**src/rtl/intc_pkg.sv**
```systemverilog
`default_nettype none
// +----------------------------------------------------------------------+
// | Package   : intc_pkg                                                  |
// | Purpose   : Shared constants and types for the interrupt controller:  |
// |             IRQ bit indices, default IF/IE register addresses and     |
// |             the acknowledge FSM state encoding.                       |
// | Revision  : 1.0 - initial release                                     |
// +----------------------------------------------------------------------+
package intc_pkg;

  localparam int NUM_IRQ_DEF = 5;

  // Interrupt source bit positions; bit 0 has the highest priority.
  localparam int IRQ_VBLANK = 0;
  localparam int IRQ_STAT   = 1;
  localparam int IRQ_TIMER  = 2;
  localparam int IRQ_SERIAL = 3;
  localparam int IRQ_JOYPAD = 4;

  localparam logic [15:0] IF_ADDR_DEF = 16'hFF0F;
  localparam logic [15:0] IE_ADDR_DEF = 16'hFFFF;

  typedef enum logic [1:0] {
    IDLE = 2'd0,
    ACK  = 2'd1,
    WAIT = 2'd2
  } ack_state_e;

endpackage
`default_nettype wire

```
**src/rtl/intc_if.sv**
```systemverilog
`default_nettype none
// +----------------------------------------------------------------------+
// | Interface : intc_if                                                   |
// | Purpose   : CPU memory-bus view of the interrupt controller.          |
// |   i_Address  16  CPU memory address                                   |
// |   i_Bus       8  CPU write data                                       |
// |   i_Bus_Out   1  CPU is writing this cycle                            |
// |   i_Bus_In    1  CPU is reading this cycle                            |
// |   o_Bus       8  read data, zero when the controller is not selected  |
// |   master = CPU side, slave = controller side                          |
// | Revision  : 1.0 - initial release                                     |
// +----------------------------------------------------------------------+
interface intc_if;
  logic [15:0] i_Address;
  logic [7:0]  i_Bus;
  logic        i_Bus_Out;
  logic        i_Bus_In;
  logic [7:0]  o_Bus;

  modport master (output i_Address, i_Bus, i_Bus_Out, i_Bus_In, input o_Bus);
  modport slave  (input i_Address, i_Bus, i_Bus_Out, i_Bus_In, output o_Bus);
endinterface
`default_nettype wire

```
**src/rtl/lsb_priority_encoder.sv**
```systemverilog
`default_nettype none
// +----------------------------------------------------------------------+
// | Module    : lsb_priority_encoder                                      |
// | Purpose   : Returns the index of the lowest set bit of a vector.      |
// |   vec_i    WIDTH  input vector                                        |
// |   idx_o    IDX_W  index of lowest set bit (0 when none set)           |
// |   valid_o  1      at least one bit set                                |
// | Revision  : 1.0 - initial release                                     |
// +----------------------------------------------------------------------+
module lsb_priority_encoder #(
  parameter int WIDTH = 5,
  parameter int IDX_W = 3
) (
  input  logic [WIDTH-1:0] vec_i,
  output logic [IDX_W-1:0] idx_o,
  output logic             valid_o
);

  // Scan from the top down so the lowest set bit is the last to assign.
  always_comb begin
    idx_o   = '0;
    valid_o = 1'b0;
    for (int i = WIDTH - 1; i >= 0; i--) begin
      if (vec_i[i]) begin
        idx_o   = IDX_W'(i);
        valid_o = 1'b1;
      end
    end
  end

endmodule
`default_nettype wire

```
**src/rtl/interrupt_controller.sv**
```systemverilog
`default_nettype none
// +----------------------------------------------------------------------+
// | Module    : interrupt_controller                                      |
// | Purpose   : Owns IF/IE, latches peripheral requests into IF, drives   |
// |             the CPU interrupt input with IF & IE and acknowledges the |
// |             highest-priority pending source when the CPU services it. |
// |   i_Clk, i_Rst (sync, active-high), i_Enable (clock enable)           |
// |   i_Requests          NUM_IRQ  peripheral request lines               |
// |   bus                 intc_if.slave  CPU read/write port              |
// |   i_Handle_Interrupt  1        CPU is servicing an interrupt          |
// |   o_Interrupts        NUM_IRQ  IF & IE                                |
// |   o_Ack_Valid         1        one-cycle acknowledge pulse            |
// |   o_Ack_Index         3        last acknowledged source               |
// | Config    : INTC_EDGE_DETECT_EN defined -> rising-edge request        |
// |             capture; undefined -> level-sensitive capture.            |
// | Revision  : 1.0 - initial release                                     |
// +----------------------------------------------------------------------+
module interrupt_controller
  import intc_pkg::*;
#(
  parameter int          NUM_IRQ = NUM_IRQ_DEF,
  parameter logic [15:0] IF_ADDR = IF_ADDR_DEF,
  parameter logic [15:0] IE_ADDR = IE_ADDR_DEF
) (
  input  logic               i_Clk,
  input  logic               i_Rst,
  input  logic               i_Enable,
  input  logic [NUM_IRQ-1:0] i_Requests,
  intc_if.slave              bus,
  input  logic               i_Handle_Interrupt,
  output logic [NUM_IRQ-1:0] o_Interrupts,
  output logic               o_Ack_Valid,
  output logic [2:0]         o_Ack_Index
);

  logic [NUM_IRQ-1:0] if_q, if_d;
  logic [7:0]         ie_q, ie_d;
  logic [2:0]         ack_idx_q, ack_idx_d;
  ack_state_e         state_q, state_d;

  logic [NUM_IRQ-1:0] req_set;
  logic [NUM_IRQ-1:0] ack_clr;
  logic [2:0]         sel;
  logic               sel_valid;
  logic               wr_if, wr_ie;
  logic [7:0]         rd_data;

`ifdef INTC_EDGE_DETECT_EN
  // Request history advances only on enabled cycles, so an edge that
  // spans disabled cycles is still seen on the next enabled one.
  logic [NUM_IRQ-1:0] req_hist_q;

  always_ff @(posedge i_Clk) begin
    if (i_Rst) begin
      req_hist_q <= '0;
    end else if (i_Enable) begin
      req_hist_q <= i_Requests;
    end
  end

  assign req_set = i_Requests & ~req_hist_q;
`else
  assign req_set = i_Requests;
`endif

  assign o_Interrupts = if_q & ie_q[NUM_IRQ-1:0];

  lsb_priority_encoder #(
    .WIDTH (NUM_IRQ),
    .IDX_W (3)
  ) u_prio (
    .vec_i   (o_Interrupts),
    .idx_o   (sel),
    .valid_o (sel_valid)
  );

  assign wr_if = i_Enable & bus.i_Bus_Out & (bus.i_Address == IF_ADDR);
  assign wr_ie = i_Enable & bus.i_Bus_Out & (bus.i_Address == IE_ADDR);

  always_comb begin
    state_d     = state_q;
    ack_idx_d   = ack_idx_q;
    ack_clr     = '0;
    if_d        = if_q;
    ie_d        = ie_q;
    o_Ack_Valid = (state_q == ACK);

    if (i_Enable) begin
      unique case (state_q)
        IDLE: begin
          if (i_Handle_Interrupt && sel_valid) begin
            state_d   = ACK;
            ack_idx_d = sel;
            ack_clr   = NUM_IRQ'(1) << sel;
          end
        end
        ACK:  state_d = WAIT;
        WAIT: begin
          if (!i_Handle_Interrupt) begin
            state_d = IDLE;
          end
        end
        default: state_d = IDLE;
      endcase

      // Applied lowest priority first: CPU write, then ack clear, then
      // new request, so a fresh request always survives.
      if (wr_if) begin
        if_d = bus.i_Bus[NUM_IRQ-1:0];
      end
      if_d = (if_d & ~ack_clr) | req_set;

      if (wr_ie) begin
        ie_d = bus.i_Bus;
      end
    end
  end

  always_ff @(posedge i_Clk) begin
    if (i_Rst) begin
      state_q   <= IDLE;
      if_q      <= '0;
      ie_q      <= '0;
      ack_idx_q <= '0;
    end else begin
      state_q   <= state_d;
      if_q      <= if_d;
      ie_q      <= ie_d;
      ack_idx_q <= ack_idx_d;
    end
  end

  assign o_Ack_Index = ack_idx_q;

  // Unimplemented IF bits read as 1; zero output when not selected lets
  // the read data be OR-combined onto the shared bus.
  always_comb begin
    rd_data = '0;
    if (bus.i_Bus_In) begin
      if (bus.i_Address == IF_ADDR) begin
        rd_data = {{(8 - NUM_IRQ){1'b1}}, if_q};
      end else if (bus.i_Address == IE_ADDR) begin
        rd_data = ie_q;
      end
    end
  end

  assign bus.o_Bus = rd_data;

endmodule
`default_nettype wire

```
**src/flat_wrapper.sv**
```systemverilog
// flat-port wrapper written by rule: the top's interface ports become plain ports
module interrupt_controller_flat import intc_pkg::*;
#(
  parameter int          NUM_IRQ = NUM_IRQ_DEF,
  parameter logic [15:0] IF_ADDR = IF_ADDR_DEF,
  parameter logic [15:0] IE_ADDR = IE_ADDR_DEF
)
  (i_Clk, i_Rst, i_Enable, i_Requests, i_Handle_Interrupt, o_Interrupts, o_Ack_Valid, o_Ack_Index, bus_i_Address, bus_i_Bus, bus_i_Bus_Out, bus_i_Bus_In, bus_o_Bus);
  intc_if bus_i ();
  input  logic i_Clk;
  input  logic i_Rst;
  input  logic i_Enable;
  input  logic [NUM_IRQ-1:0] i_Requests;
  input  logic i_Handle_Interrupt;
  output logic [NUM_IRQ-1:0] o_Interrupts;
  output logic o_Ack_Valid;
  output logic [2:0] o_Ack_Index;
  input wire logic [$bits(bus_i.i_Address)-1:0] bus_i_Address;
  input wire logic [$bits(bus_i.i_Bus)-1:0] bus_i_Bus;
  input wire logic [$bits(bus_i.i_Bus_Out)-1:0] bus_i_Bus_Out;
  input wire logic [$bits(bus_i.i_Bus_In)-1:0] bus_i_Bus_In;
  output wire logic [$bits(bus_i.o_Bus)-1:0] bus_o_Bus;
  assign bus_i.i_Address = bus_i_Address;
  assign bus_i.i_Bus = bus_i_Bus;
  assign bus_i.i_Bus_Out = bus_i_Bus_Out;
  assign bus_i.i_Bus_In = bus_i_Bus_In;
  assign bus_o_Bus = bus_i.o_Bus;
  interrupt_controller #(.NUM_IRQ(NUM_IRQ), .IF_ADDR(IF_ADDR), .IE_ADDR(IE_ADDR)) u_core (.i_Clk(i_Clk), .i_Rst(i_Rst), .i_Enable(i_Enable), .i_Requests(i_Requests), .bus(bus_i), .i_Handle_Interrupt(i_Handle_Interrupt), .o_Interrupts(o_Interrupts), .o_Ack_Valid(o_Ack_Valid), .o_Ack_Index(o_Ack_Index));
endmodule
```
**config.mk**
```make
export PLATFORM = sky130hd
export DESIGN_NAME = interrupt_controller_flat
export DESIGN_NICKNAME = d
export VERILOG_FILES = /design/src/rtl/intc_pkg.sv /design/src/rtl/intc_if.sv /design/src/rtl/lsb_priority_encoder.sv /design/src/rtl/interrupt_controller.sv /design/src/flat_wrapper.sv
export SDC_FILE = /design/constraint.sdc
export NUM_CORES = 1
export LEC_CHECK = 0
export BUFFER_PORTS_ARGS = -buffer_cell sky130_fd_sc_hd__buf_2
export CAP_MARGIN = 25
export CORE_MARGIN = 3
export CORE_UTILIZATION = 35
export CTS_CLUSTER_SIZE = 20
export DETAILED_ROUTE_END_ITERATION = 8
export SYNTH_ARGS = -nofsm -noshare
export SYNTH_HDL_FRONTEND = slang
export SYNTH_SLANG_ARGS = --single-unit
```
**constraint.sdc**
```tcl
create_clock -name i_Clk -period 1.5 [get_ports i_Clk]
set_input_delay 0.15 -clock i_Clk [delete_from_list [all_inputs] [get_ports i_Clk]]
set_output_delay 0.15 -clock i_Clk [all_outputs]
set_load 0.05 [all_outputs]
```
* Yosys cells after proc, flatten, opt, wreduce, memory -nomap -nowiden
Index checks and enable logic that the tools add are counted.
** Word-level totals
- Output and inout port bits :: 17
- Register bits after elaboration :: 18
- Input port bits :: 35
** Operators by class
- Multiplexer cells :: 21
- Eq/ne operators :: 6
- Bitwise logic cells :: 7
- Reductions and logical operators :: 5
- Shift operators :: 1
** Operators by type and width (count)
- equality test 16 bit, second input constant :: 2
- 2-to-1 mux 5 bit :: 5
- 2-to-1 mux 8 bit :: 3
- 2-to-1 mux 3 bit :: 5
- AND 5 bit :: 2
- case mux 2 bit (3 select lines) :: 1
- AND reduction 3 bit :: 2
- 2-to-1 mux 1 bit :: 5
- NOT 5 bit :: 1
- OR 5 bit :: 1
- left shift 1 x 3 -> 5 bit, first input constant :: 1
- 2-to-1 mux 2 bit :: 2
- AND 1 bit :: 3
- equality test 2 x 1 -> 1 bit, second input constant :: 1
- equality test 2 bit, second input constant :: 1
- zero test 2 bit :: 1
- != test 2 x 1 -> 1 bit, second input constant :: 1
- != test 2 bit, second input constant :: 1
- AND reduction 2 bit :: 1
- logical AND 1 bit :: 1

* Depth between registers and ports, before layout
- Word-level depth :: 13
- Mapped depth :: 6
- Depth with buffers taken out :: 4

* By module
From an unflattened synthesis, not the netlist that was laid out.
** Second synthesis, totals
- Cell total of the unflattened synthesis :: 143
- Area total of the unflattened synthesis :: 1217.4 um^2
** By module, submodules not included
- interrupt_controller :: area each 1168.6 um^2, seq. area each 360.3 um^2, times used 1, cells each 135
- lsb_priority_encoder :: area each 48.8 um^2, seq. area each 0.0 um^2, times used 1, cells each 8

* Least setup slack after synthesis
Ideal clock, no wire load.
- Kind :: input-to-output
- Start point :: input bus_i_Address[5]
- End point :: output bus_o_Bus[0]
- Stages :: 4
- Arrival time :: 1.806 ns
- Buffers on the path :: 0
- Setup slack :: -0.456 ns
- Path through :: nor4_4 -> nor4b_4 -> a22oi_1 -> nor2b_1
** On the way
- Cells in the longest elaborated chain, start to end :: 4
- Elaborated cells between the ends (all ways) :: 5
** RTL lines
- from (decl) :: RTL line flat_wrapper.sv:18 : input wire logic [$bits(bus_i.i_Address)-1:0] bus_i_Address;
- equality test 16 bit :: RTL line interrupt_controller.sv:142 : end else if (bus.i_Address == IE_ADDR) begin
- 2-to-1 mux 8 bit :: RTL line interrupt_controller.sv:142
- 2-to-1 mux 8 bit * :: RTL line interrupt_controller.sv:140 : if (bus.i_Address == IF_ADDR) begin
- 2-to-1 mux 8 bit * :: RTL line interrupt_controller.sv:139 : if (bus.i_Bus_In) begin
- to (decl) :: RTL line flat_wrapper.sv:22 : output wire logic [$bits(bus_i.o_Bus)-1:0] bus_o_Bus;
Mark *: on every way between the ends. The rest lies on a longest branch, timed or not.

* Worst setup path after layout
- Start point :: input bus_i_Address[4]
- End point :: output bus_o_Bus[1]
Same word-level chain as after synthesis.

==> metrics.txt <==
ant diodes=0; part of the cycle the worst path needs=103%; outcome=finished with violations; PortBufs=51; number of flops mapped to enable cells by yosys=0; Commonest cells post-synth=dfxtp_1, a21oi_1, nand3_1; Worst Hold Class=in2reg; largest net degree at the start of global routing=19; vias in the first global route=approximately 1,500; worst setup margin=-42.7 ps; Non-Filler Instances=between 200 and 300; ys async rst share=0%; CP Cell Sequence=buf_6, nor4_4, nor4b_4, buf_6, a22oi_2, nor2b_4, buf_8; routability congestion estimate=0.752; ys flop type=dfxtp_1; main combinational cell family by area after synthesis=simple AND/OR/NAND/NOR gates; GR Layer Usage met1=between 20 and 25%; RSZ-0062 raised after global routing=true; headroom to the max-slew limit=78.5%; Final Util=61.3%; Switching Fraction=between 20% and 30%; slowest library cell on the worst path=nor4b_4; Final nets=252; initial antenna violation count=0; H-tree depth=1; endpoint type of the worst setup path=output pin; CTS buffer count=3; Ports=52; Final ANT Viol Nets=0; hold buffers post-CTS=0; syn_nets=between 150 and 200; Final Slew Violations=0; Worst Path Required=1350 ps; global-route wire length before repair=approximately 6400 um; register area share after synthesis=approximately 30%; Synth area leaders=dfxtp_1, a21oi_1, nor2b_1; Cells after Synth=143; share of power burned in registers=approximately half; total gr overflow=0; Worst Hold Launch=bus_i_Bus[5]; hold endpoint=u_core.ie_q[5]; placed instance count=252; FP Rows=20; Pint=approximately 0.00074 W; Top Usage Layer GRT=met2; Yosys top cell area share=between 20% and 30%; Synth cell types=between 40 and 50; CTS Root Cell=clkbuf_4; fin crit period=~1500 ps; routed vias=1,430; XOR/XNOR Fraction of Synth Area=0%; Hold Path Cell Cnt=3; PD cells=about 520 nW/um^2; Num Clock Sinks=18; DP Wirelength=~3000 um; drt total wl=approximately 3900 um; Max IR drop VDD=between 200 and 250 uV; drt wl/cell=14.9 um; M3 GR Usage=under 10%; Sw Pwr=0.000275 W; Final Power=approximately 0.001 W; synth-to-layout area growth=59.6%; Comb pwr share=19.1%; final hold violations=0; layout cells sized above 1=approximately half; Layout Skew=around 1.7 ps; Syn Std Cell Area=approximately 1200 sq um; reg2reg path depth=4; DRC=0; Skew-Pair Late Insertion Delay=about 300 ps; startpoint types=primary input; mux cell area share after synthesis=4.10%; Hold WS=between 100 and 150 ps; worst slew pin tran=approximately 320 ps; slowest cell delay on critical path=310 ps; worst r2r dst=u_core.if_q[4]; CTS tree=yes; Die Y=around 65 um; Vias/cell=between 5 and 6; Crit Path Category=in2out; die width=~65 um; Clock Tree Buf Depth=2; most used cell, CP=buf_6; synthesized area per cell=8.53 sq um; met2 Track Usage GR=a little over a third; Tot GR Track Use=between 10% and 20%; DRT iter0 DRCs=between 40 and 50; Synth Area in Compound Gates=between 20% and 30%; Worst Path Arrival=1390 ps; count leader, synth=dfxtp_1; Max Cap Violations=0; Place WS=-167 ps; core area=around 3200 sq um; static leakage=0.823 nW; die area=about 4200 sq um; Final setup viols=8; Clock Power Share=between 30% and 40%; Synthesis Warnings=0; Max Fclk=about 0.65 GHz; reg-to-reg startpoint=u_core.state_q[1]; worst-path maximum fanout=5; Yosys reg bits=18; largest area contributor in the netlist=dfxtp_1; Reg clk slew, reported paths=between 100 and 150 ps; failing checks=negative setup slack; flop-to-flop setup slack=about 40 ps; Initial Util=38.4%; adder-cell share of the synthesized area=0%; DRT Pass-1 Iters=4; Simple-Gate Fraction of Synth Area=34.3%
[state kept, by name (all words and copies together) (netlist names)]
signal / flops
u_core.ie_q: 8
u_core.if_q: 5
u_core.state_q: 2
u_core.o_Ack_Index: 3
[final cells by class]
class | instances | area, sq um
fill | 301 | 1230
multi-input combinational | 114 | 938
sequential | 18 | 363
timing repair buffer | 77 | 543
inverter | 3 | 11.3
tap | 44 | 55.1
clock buffer | 4 | 36.3
[power by group through the flow]
stage	combinational (W)	clock, W	sequential [W]
after global placement	0.000180	0	0.000511
final	0.000193	0.000316	0.000503
after CTS	0.000192	0.000322	0.000501
after detailed placement	0.000184	0	0.000512
after global routing	0.000211	0.000333	0.000505
after floorplan	0.0000814	0	0.000513
[placed cells by master, fill, tap and decap left out, drive strengths merged]
cell type,netlist,layout
buf,7,74
dfxtp,18,18
a21oi,17,17
nand3,11,11
nand2,9,9
o21ai,9,9
nor2b,9,9
clkbuf,1,7
nand4,7,7
a22oi,7,7
mux2i,5,5
nor2,4,4
a31oi,4,4
inv,3,3
a41oi,3,3
and2,3,3
and3,3,3
nor4b,2,2
o211ai,2,2
a22o,2,2
nand2b,2,2
nor4,2,2
or4b,2,2
and4,1,1
nor3b,1,1
o21bai,1,1
a41o,1,1
a31o,1,1
o311ai,1,1
o31ai,1,1
a221oi,1,1
nor3,1,1
or3,1,1
a311oi,1,1
[kinds of logic after synthesis]
| group | Yosys count |
|---|---|
| compound gates | 51 |
| buf+inv | 11 |
| flops | 18 |
| mux | 5 |
| simple gates | 58 |
[per-stage QoR]
step,TNS (ps),area [sq um]
final,-206,1950
after global routing,-838,1950
after CTS,-211,1890
after detailed placement,-2350,1710
after global placement,-1850,1710
after floorplan,-569,1280
[worst max-delay path, delay by kind of cell]
kind / cells / cell delay, ps
and+or+nand+nor: 3 / 710
buffers and inverters: 3 / 440
AOI/OAI and AO/OA: 1 / 90
[metal layers]
layer  wire [um]  vias to the layer above
li1            -                      701
met1        1550                      668
met2        2010                       57
met3         263                        4
met4          44                        0
met5           0                        -
[how the worst max path moves through the flow]
stage                startpoint        endpoint
6_report       bus_i_Address[4]    bus_o_Bus[1]
5_1_grt        bus_i_Address[4]    bus_o_Bus[1]
4_1_cts        bus_i_Address[6]    bus_o_Bus[3]
3_5_place_dp   bus_i_Address[5]  u_core.if_q[3]
3_3_place_gp   bus_i_Address[5]  u_core.if_q[3]
2_1_floorplan  bus_i_Address[5]    bus_o_Bus[0]
[repair_timing]
item | in CTS | in global routing
pin swaps | 5 | 4
setup endpoints to repair | 8 | 13
setup buffers | 3 | 1
resized for setup | 29 | 14
hold endpoints to repair | 0 | 0
gates cloned | 1 | 0
Power figures use the tool's default switching activity.
